--- src/rtl/lnn_symbol_packer.sv ---
// Purpose: packs 4-bit prediction-error symbols two per byte and frames each
//          block as header, data bytes and XOR checksum into a byte FIFO.
// Latency/backpressure: a pushed byte is on byte_out the cycle after its push
//          edge (FWFT). There is no upstream backpressure: a push into a full
//          FIFO with no pop is dropped and sets the sticky overflow flag.
//
// Ports:
//   sys_clk      clock, rising edge
//   sys_reset    asynchronous, active-low reset
//   sym_in       4-bit error symbol, qualified by sym_valid
//   byte_ready   consumer accepts byte_out this cycle
//   byte_out     FIFO head byte (0 while empty)
//   byte_valid   FIFO not empty
//   frame_count  frames closed since reset, wraps at 256
//   overflow     sticky: a byte was dropped on a full FIFO
//   protocol_err sticky: a symbol arrived during the trailer cycle
//   busy         framer is inside a frame (not idle)

// Generic byte FIFO.
// Latency: one cycle push-to-head, head read combinationally (first-word fall-through).
// Backpressure: a push on a full FIFO is accepted only if a pop happens the same cycle; otherwise push_drop.
module lnn_byte_fifo #(
   parameter int DEPTH = 16,
   parameter int WIDTH = 8
) (
   input  logic             clk,
   input  logic             rst_n,
   input  logic             push_vld,
   input  logic [WIDTH-1:0] push_dat,
   input  logic             pop_rdy,
   output logic [WIDTH-1:0] head_dat,
   output logic             head_vld,
   output logic             push_drop
);

   localparam int AW = $clog2(DEPTH);
   localparam logic [AW:0] PTR_ONE = {{AW{1'b0}}, 1'b1};

   // Pointers carry one extra MSB so that equal low bits with a differing
   // MSB means full, and fully equal pointers means empty.
   logic [AW:0]      wr_ptr_q, wr_ptr_d;
   logic [AW:0]      rd_ptr_q, rd_ptr_d;
   logic [WIDTH-1:0] mem_q [DEPTH];
   logic [WIDTH-1:0] mem_d [DEPTH];

   logic empty;
   logic full;
   logic pop;
   logic push_ok;

   always_comb begin
      empty     = (wr_ptr_q == rd_ptr_q);
      full      = (wr_ptr_q[AW] != rd_ptr_q[AW]) &&
                  (wr_ptr_q[AW-1:0] == rd_ptr_q[AW-1:0]);
      pop       = !empty && pop_rdy;
      // A pop in the same cycle frees the slot, so a full FIFO still takes the push.
      push_ok   = push_vld && (!full || pop);
      push_drop = push_vld && full && !pop;

      wr_ptr_d  = push_ok ? (wr_ptr_q + PTR_ONE) : wr_ptr_q;
      rd_ptr_d  = pop     ? (rd_ptr_q + PTR_ONE) : rd_ptr_q;

      mem_d = mem_q;
      if (push_ok) begin
         mem_d[wr_ptr_q[AW-1:0]] = push_dat;
      end

      head_vld = !empty;
      head_dat = empty ? '0 : mem_q[rd_ptr_q[AW-1:0]];
   end

   always_ff @(posedge clk or negedge rst_n) begin
      if (!rst_n) begin
         wr_ptr_q <= '0;
         rd_ptr_q <= '0;
         for (int i = 0; i < DEPTH; i++) begin
            mem_q[i] <= '0;
         end
      end else begin
         wr_ptr_q <= wr_ptr_d;
         rd_ptr_q <= rd_ptr_d;
         mem_q    <= mem_d;
      end
   end

endmodule

// Symbol packer / framer.
// Latency: header and data bytes reach byte_out one cycle after the sampling edge; checksum one edge after the last symbol.
// Backpressure: none toward the core; a full FIFO drops bytes (overflow) while framing and checksum carry on.
module lnn_symbol_packer #(
   parameter int          SYMS_PER_FRAME = 96,
   parameter int          FIFO_DEPTH     = 16,
   parameter logic [7:0]  HEADER_BYTE    = 8'hA5
) (
   input  logic       sys_clk,
   input  logic       sys_reset,
   input  logic [3:0] sym_in,
   input  logic       sym_valid,
   input  logic       byte_ready,
   output logic [7:0] byte_out,
   output logic       byte_valid,
   output logic [7:0] frame_count,
   output logic       overflow,
   output logic       protocol_err,
   output logic       busy
);

   localparam int CW = $clog2(SYMS_PER_FRAME + 1);
   localparam logic [CW-1:0] CNT_ONE  = CW'(1);
   localparam logic [CW-1:0] LAST_IDX = CW'(SYMS_PER_FRAME - 1);

   typedef enum logic [1:0] {
      ST_IDLE    = 2'd0,
      ST_PACK    = 2'd1,
      ST_TRAILER = 2'd2
   } state_t;

   state_t        state_q, state_d;
   logic [CW-1:0] sym_cnt_q, sym_cnt_d;       // index of the next symbol in the frame
   logic [3:0]    nib_q, nib_d;               // earlier symbol of the current pair
   logic [7:0]    csum_q, csum_d;             // XOR of the frame's data bytes
   logic [7:0]    frame_count_q, frame_count_d;
   logic          overflow_q, overflow_d;
   logic          protocol_err_q, protocol_err_d;

   logic          push_vld;
   logic [7:0]    push_dat;
   logic          push_drop;
   logic          busy_dat;

   // State register and datapath flops.
   always_ff @(posedge sys_clk or negedge sys_reset) begin
      if (!sys_reset) begin
         state_q        <= ST_IDLE;
         sym_cnt_q      <= '0;
         nib_q          <= '0;
         csum_q         <= '0;
         frame_count_q  <= '0;
         overflow_q     <= 1'b0;
         protocol_err_q <= 1'b0;
      end else begin
         state_q        <= state_d;
         sym_cnt_q      <= sym_cnt_d;
         nib_q          <= nib_d;
         csum_q         <= csum_d;
         frame_count_q  <= frame_count_d;
         overflow_q     <= overflow_d;
         protocol_err_q <= protocol_err_d;
      end
   end

   // Next-state logic.
   always_comb begin
      state_d = state_q;
      unique case (state_q)
         ST_IDLE: begin
            if (sym_valid) begin
               state_d = ST_PACK;
            end
         end
         ST_PACK: begin
            if (sym_valid && (sym_cnt_q == LAST_IDX)) begin
               state_d = ST_TRAILER;
            end
         end
         ST_TRAILER: begin
            state_d = ST_IDLE;
         end
         default: begin
            state_d = ST_IDLE;
         end
      endcase
   end

   // Output / datapath logic. At most one byte is pushed per cycle:
   // header in IDLE, data on odd symbol indices in PACK, checksum in TRAILER.
   always_comb begin
      push_vld       = 1'b0;
      push_dat       = 8'h00;
      sym_cnt_d      = sym_cnt_q;
      nib_d          = nib_q;
      csum_d         = csum_q;
      frame_count_d  = frame_count_q;
      protocol_err_d = protocol_err_q;
      busy_dat       = (state_q != ST_IDLE);

      unique case (state_q)
         ST_IDLE: begin
            if (sym_valid) begin
               push_vld  = 1'b1;
               push_dat  = HEADER_BYTE;
               nib_d     = sym_in;
               sym_cnt_d = CNT_ONE;
            end
         end
         ST_PACK: begin
            if (sym_valid) begin
               sym_cnt_d = sym_cnt_q + CNT_ONE;
               if (sym_cnt_q[0]) begin
                  // Second symbol of a pair: earlier symbol is the high nibble.
                  // The checksum includes the byte even if the FIFO drops it.
                  push_vld = 1'b1;
                  push_dat = {nib_q, sym_in};
                  csum_d   = csum_q ^ {nib_q, sym_in};
               end else begin
                  nib_d = sym_in;
               end
            end
         end
         ST_TRAILER: begin
            push_vld      = 1'b1;
            push_dat      = csum_q;
            csum_d        = 8'h00;
            sym_cnt_d     = '0;
            frame_count_d = frame_count_q + 8'd1;
            // A symbol here is a framing violation; it is dropped, not carried into the next frame.
            if (sym_valid) begin
               protocol_err_d = 1'b1;
            end
         end
         default: begin
            busy_dat = 1'b0;
         end
      endcase
   end

   // Kept apart from the block above because push_drop depends on push_vld through the FIFO.
   always_comb begin
      overflow_d = overflow_q | push_drop;
   end

   lnn_byte_fifo #(
      .DEPTH (FIFO_DEPTH),
      .WIDTH (8)
   ) u_fifo (
      .clk       (sys_clk),
      .rst_n     (sys_reset),
      .push_vld  (push_vld),
      .push_dat  (push_dat),
      .pop_rdy   (byte_ready),
      .head_dat  (byte_out),
      .head_vld  (byte_valid),
      .push_drop (push_drop)
   );

   assign frame_count  = frame_count_q;
   assign overflow     = overflow_q;
   assign protocol_err = protocol_err_q;
   assign busy         = busy_dat;

endmodule
--- config.mk ---
export PLATFORM = sky130hd
export DESIGN_NAME = lnn_symbol_packer
export DESIGN_NICKNAME = d
export VERILOG_FILES = /design/src/rtl/lnn_symbol_packer.sv
export SDC_FILE = /design/constraint.sdc
export NUM_CORES = 1
export LEC_CHECK = 0
export BUFFER_PORTS_ARGS = -buffer_cell sky130_fd_sc_hd__buf_2
export CAP_MARGIN = 20
export CORE_ASPECT_RATIO = 2
export CORE_UTILIZATION = 45
export CTS_CLUSTER_DIAMETER = 120
export CTS_CLUSTER_SIZE = 16
export DETAILED_ROUTE_END_ITERATION = 8
export GPL_TIMING_DRIVEN = 0
export MAX_ROUTING_LAYER = met4
export PLACE_DENSITY = 0.72
export SLEW_MARGIN = 20
export SYNTH_ARGS = -nofsm -noshare
export SYNTH_HDL_FRONTEND = slang
export SYNTH_SLANG_ARGS = --single-unit
--- constraint.sdc ---
create_clock -name sys_clk -period 2.7 [get_ports sys_clk]
set_input_delay 0.135 -clock sys_clk [delete_from_list [all_inputs] [get_ports sys_clk]]
set_output_delay 0.135 -clock sys_clk [all_outputs]
set_load 0.02 [all_outputs]
==> qor.txt <==
DRT
----------------------------------------------------------------------------------------------------
Number of detailed-route iterations in the first pass                                              7
DRT iter0 DRCs                                                                                   293
Sum of routed wire length over all layers                                                   18.30 mm
Final routed wire length divided by cell count                                              21.01 um
Vias per cell                                                                                  5.791
Overall via count from detail_route                                                             5044
Post-route antenna net violation count                                                             0
Remaining design rule violation count                                                              1

CLOCK TREE
----------------------------------------------------------------------------------------------------
Clock-pin slew reported for the worst setup and hold paths after clock tree synthesis        0.07 ns
Clock Tree Buf Depth                                                                               2
Buffer cell driving the clock tree root                                                 sky130_fd_sc_hd__clkbuf_16
Clk sinks                                                                                        169
Post-CTS repair timing setup buffer count                                                          0
Clock tree from TritonCTS                                                                      built
Number of buffers inserted during clock tree synthesis                                            17
Source-to-sink clock delay at the later pin of the worst-skew pair                           0.44 ns
Total number of H-tree levels                                                                      4

YOSYS
----------------------------------------------------------------------------------------------------
Number of flops mapped to enable cells by yosys                                                    0
Netlist area before placement                                                             8289 sq um
Most used flip-flop cell after synthesis                                                sky130_fd_sc_hd__dfrtp_1
Count of cell types in the netlist                                                                39
Mapped Nets                                                                                      615
Post-synth top area share                                                                     51.02%
Synth warnings                                                                                     0
Avg Synthesized Cell Area                                                                13.95 sq um
Area contributors post-synth                                                            sky130_fd_sc_hd__dfrtp_1, sky130_fd_sc_hd__mux2_2, sky130_fd_sc_hd__mux4_2
Post-synthesis sequential element count                                                          169
Gate Count Post-Synth                                                                            594
Yosys top cell by area                                                                  sky130_fd_sc_hd__dfrtp_1
Share of async-settable or async-resettable flops after synthesis                             100.0%
Most common cell in the netlist                                                         sky130_fd_sc_hd__dfrtp_1
Sequential share of the synthesized area                                                      51.02%
Most frequent cells after synthesis                                                     sky130_fd_sc_hd__dfrtp_1, sky130_fd_sc_hd__mux2_2, sky130_fd_sc_hd__mux4_2, sky130_fd_sc_hd__o21ai_0, sky130_fd_sc_hd__nor2_1

MIN PATH
----------------------------------------------------------------------------------------------------
Hold Path Cell Cnt                                                                                 3
Hold Path Origin                                                                           sym_in[0]
Endpoint, Worst Hold                                                                       csum_q[0]
Path type of the worst min-delay path                                                   input pin to register

FLOORPLAN
----------------------------------------------------------------------------------------------------
Standard-cell rows                                                                                69
Die X-Extent                                                                                97.97 um
Effective utilization at floorplan                                                            46.38%
I/O pin cnt                                                                                       28
Die outline height                                                                          193.9 um
Floorplan die area                                                                       19000 sq um
Floorplan core area                                                                      17870 sq um

FINAL LAYOUT
----------------------------------------------------------------------------------------------------
Layout cell share with drive strength beyond 1                                                41.34%
Multi-input combinational cell area                                                       3856 sq um
Fill cell total of the finished layout                                                          1452
Area added between synthesis and finish                                                       13.28%
Diodes inserted                                                                                    0
Number of nets in the final layout                                                               666
Non-Filler Cell Area, Final                                                               9390 sq um
Register area                                                                             4229 sq um
Utilization of the core after routing                                                         52.54%

GLOBAL ROUTE
----------------------------------------------------------------------------------------------------
Met1 demand-to-capacity share in global routing                                               20.40%
Largest net degree at the start of global routing                                                109
Via count of the first global-routing pass                                                      5653
Most utilized layer in the global route result                                                  met2
GRT Residual Overflow                                                                              0
Met3 GRT Util                                                                                 3.136%
Global-route wire length before repair                                                      30.02 mm
Initial antenna violation count                                                                    0
Routing usage on met2                                                                         41.31%
Tot GR Track Use                                                                              21.40%

STATUS
----------------------------------------------------------------------------------------------------
Status                                                                                  finished, violations left
Failing checks                                                                                   DRC

TIMING
----------------------------------------------------------------------------------------------------
Unrepaired setup endpoints after global routing                                                   no
Final count of pins violating max slew                                                             0
Tightest hold margin                                                                      0.02395 ns
Clock period minus final worst setup slack                                                  2.550 ns
Crit share post-route                                                                         94.43%
Final-report setup violation count                                                                 0
Worst relative slew slack                                                                     56.05%
Fmax                                                                                       392.2 MHz
Setup skew after layout                                                                  0.009664 ns
Endpoints failing hold                                                                             0
Transition time of the tightest slew-check pin                                             0.6568 ns

WORST SETUP PATH
----------------------------------------------------------------------------------------------------
Critical path endpoint category                                                         primary output
Slowest stage delay, CP                                                                      0.55 ns
Flop2flop setup slack                                                                        0.18 ns
CP Data Required Time                                                                        2.57 ns
Capture instance of the worst register-to-register path                                 u_fifo.mem_q[108]
Worst r2r src                                                                             state_q[1]
Critical path type                                                                      register to primary output
Cells along the critical path                                                           buf_4, clkbuf_4, mux4_2, a22oi_1, a21oi_1, buf_2
Crit path DAT                                                                                2.41 ns
Highest-delay cell along the critical path                                              sky130_fd_sc_hd__mux4_2
Start point of the critical path                                                        u_fifo.rd_ptr_q[0]
Critical Path Fanout Max                                                                          10
CP delay by family, top                                                                 buffers and inverters
CP Buf/Inv Count                                                                                   3
Worst Reg-to-Reg Cells                                                                             9
Kind of launch point of the worst setup path                                                register

PWR
----------------------------------------------------------------------------------------------------
Overall power                                                                               10.76 mW
Leakage Power                                                                               4.428 nW
Worst ir drop on vdd                                                                       0.5933 mV
Pwr dens                                                                                1145 nW/um^2

PLACED DESIGN
----------------------------------------------------------------------------------------------------
Final weighted congestion in routability-driven placement                                     0.8827
Sum of net half-perimeters after detailed placement                                         13.59 mm
# port buffers                                                                                    27
Cell area after placement                                                                 8728 sq um

JOB
----------------------------------------------------------------------------------------------------
Max-Cap Viols                                                                                      0

-- area by class of cell --
cell class,instances,area share [%]
buffer,42,2.252
clock buffer,22,5.050
clock inverter,10,1.252
inverter,6,0.2398
multi-input combinational,377,41.07
sequential,169,45.04
tap,213,2.838
timing repair buffer,32,2.265
-- registers in the layout (all words and copies together), names as in the netlist --
| signal | flops |
|---|---|
| sym_cnt_q | 7 |
| nib_q | 4 |
| u_fifo.wr_ptr_q | 5 |
| overflow | 1 |
| frame_count | 8 |
| protocol_err | 1 |
| u_fifo.rd_ptr_q | 5 |
| u_fifo.mem_q | 128 |
| csum_q | 8 |
| state_q | 2 |
-- tightest hold or removal path, delay by kind of cell --
kind / cells / cell delay [ns]
compound gates: 1 / 0.08
buf+inv: 1 / 0.13
simple gates: 1 / 0.06
-- metrics by stage --
stage / instances / setup slack, ns / setup TNS (ns)
2_1_floorplan: 594 / 0.5845 / 0
3_3_place_gp: 834 / -0.8729 / -143.56
3_5_place_dp: 835 / 0.07038 / 0
4_1_cts: 871 / 0.001525 / 0
5_1_grt: 871 / 0.008998 / 0
6_report: 871 / 0.1503 / 0
-- metal layers --
metal | share of wire (%) | wire [um] | vias up
met4 | 2.4 | 442 | 0
met2 | 61 | 11150 | 95
met5 | 0 | 0 | -
met1 | 34 | 6305 | 2614
li1 | - | - | 2296
met3 | 2.2 | 398 | 39
-- cell families (layout without fill, tap and decap cells) --
kind of cell | count (synthesis) | in the layout | synth area share [%]
AOI/OAI and AO/OA | 93 | 93 | 9.404
xor gates and xnor gates | 24 | 24 | 2.626
adders and majority gates | 13 | 13 | 1.962
buffers and inverters | 48 | 112 | 2.672
DFF | 169 | 169 | 51.02
muxes | 171 | 171 | 27.56
and+or+nand+nor | 76 | 76 | 4.755
-- timing repair --
item / in CTS / in global routing
hold buffers: 4 / 0
resized for setup: 4 / 10
endpoints found under the setup margin: 9 / 70
hold endpoints to repair: 67 / 0
-- worst max path at each step --
stage | endpoint | slack (ns) | cells past startpoint
finish | byte_out[3] | 0.15 | 6
global route | u_fifo.mem_q[78] | 0.009 | 9
CTS | byte_out[4] | 0.002 | 6
detailed placement | u_fifo.mem_q[111] | 0.07 | 9
global placement | u_fifo.mem_q[86] | -0.87 | 1
floorplan | u_fifo.mem_q[100] | 0.58 | 9
-- power breakdown --
| part | switching [mW] | internal, mW | total [mW] |
|---|---|---|---|
| combinational | 2.40 | 1.91 | 4.31 |
| sequential | 0.594 | 3.41 | 4.00 |
| clock | 1.00 | 1.44 | 2.44 |
| total | 4.00 | 6.76 | 10.8 |
-- placed cells by master (no fill, tap or decap), drive strengths merged, types with 7 or more instances in the layout --
cell	instances
mux2	138
nor2	23
buf	51
o211ai	16
mux4	32
xnor2	16
xor2	8
a21oi	18
a22oi	20
inv	7
clkbuf	41
nand2	18
ha	13
dfrtp	169
o21ai	25
Note: power is estimated with default switching activity, not from simulation.
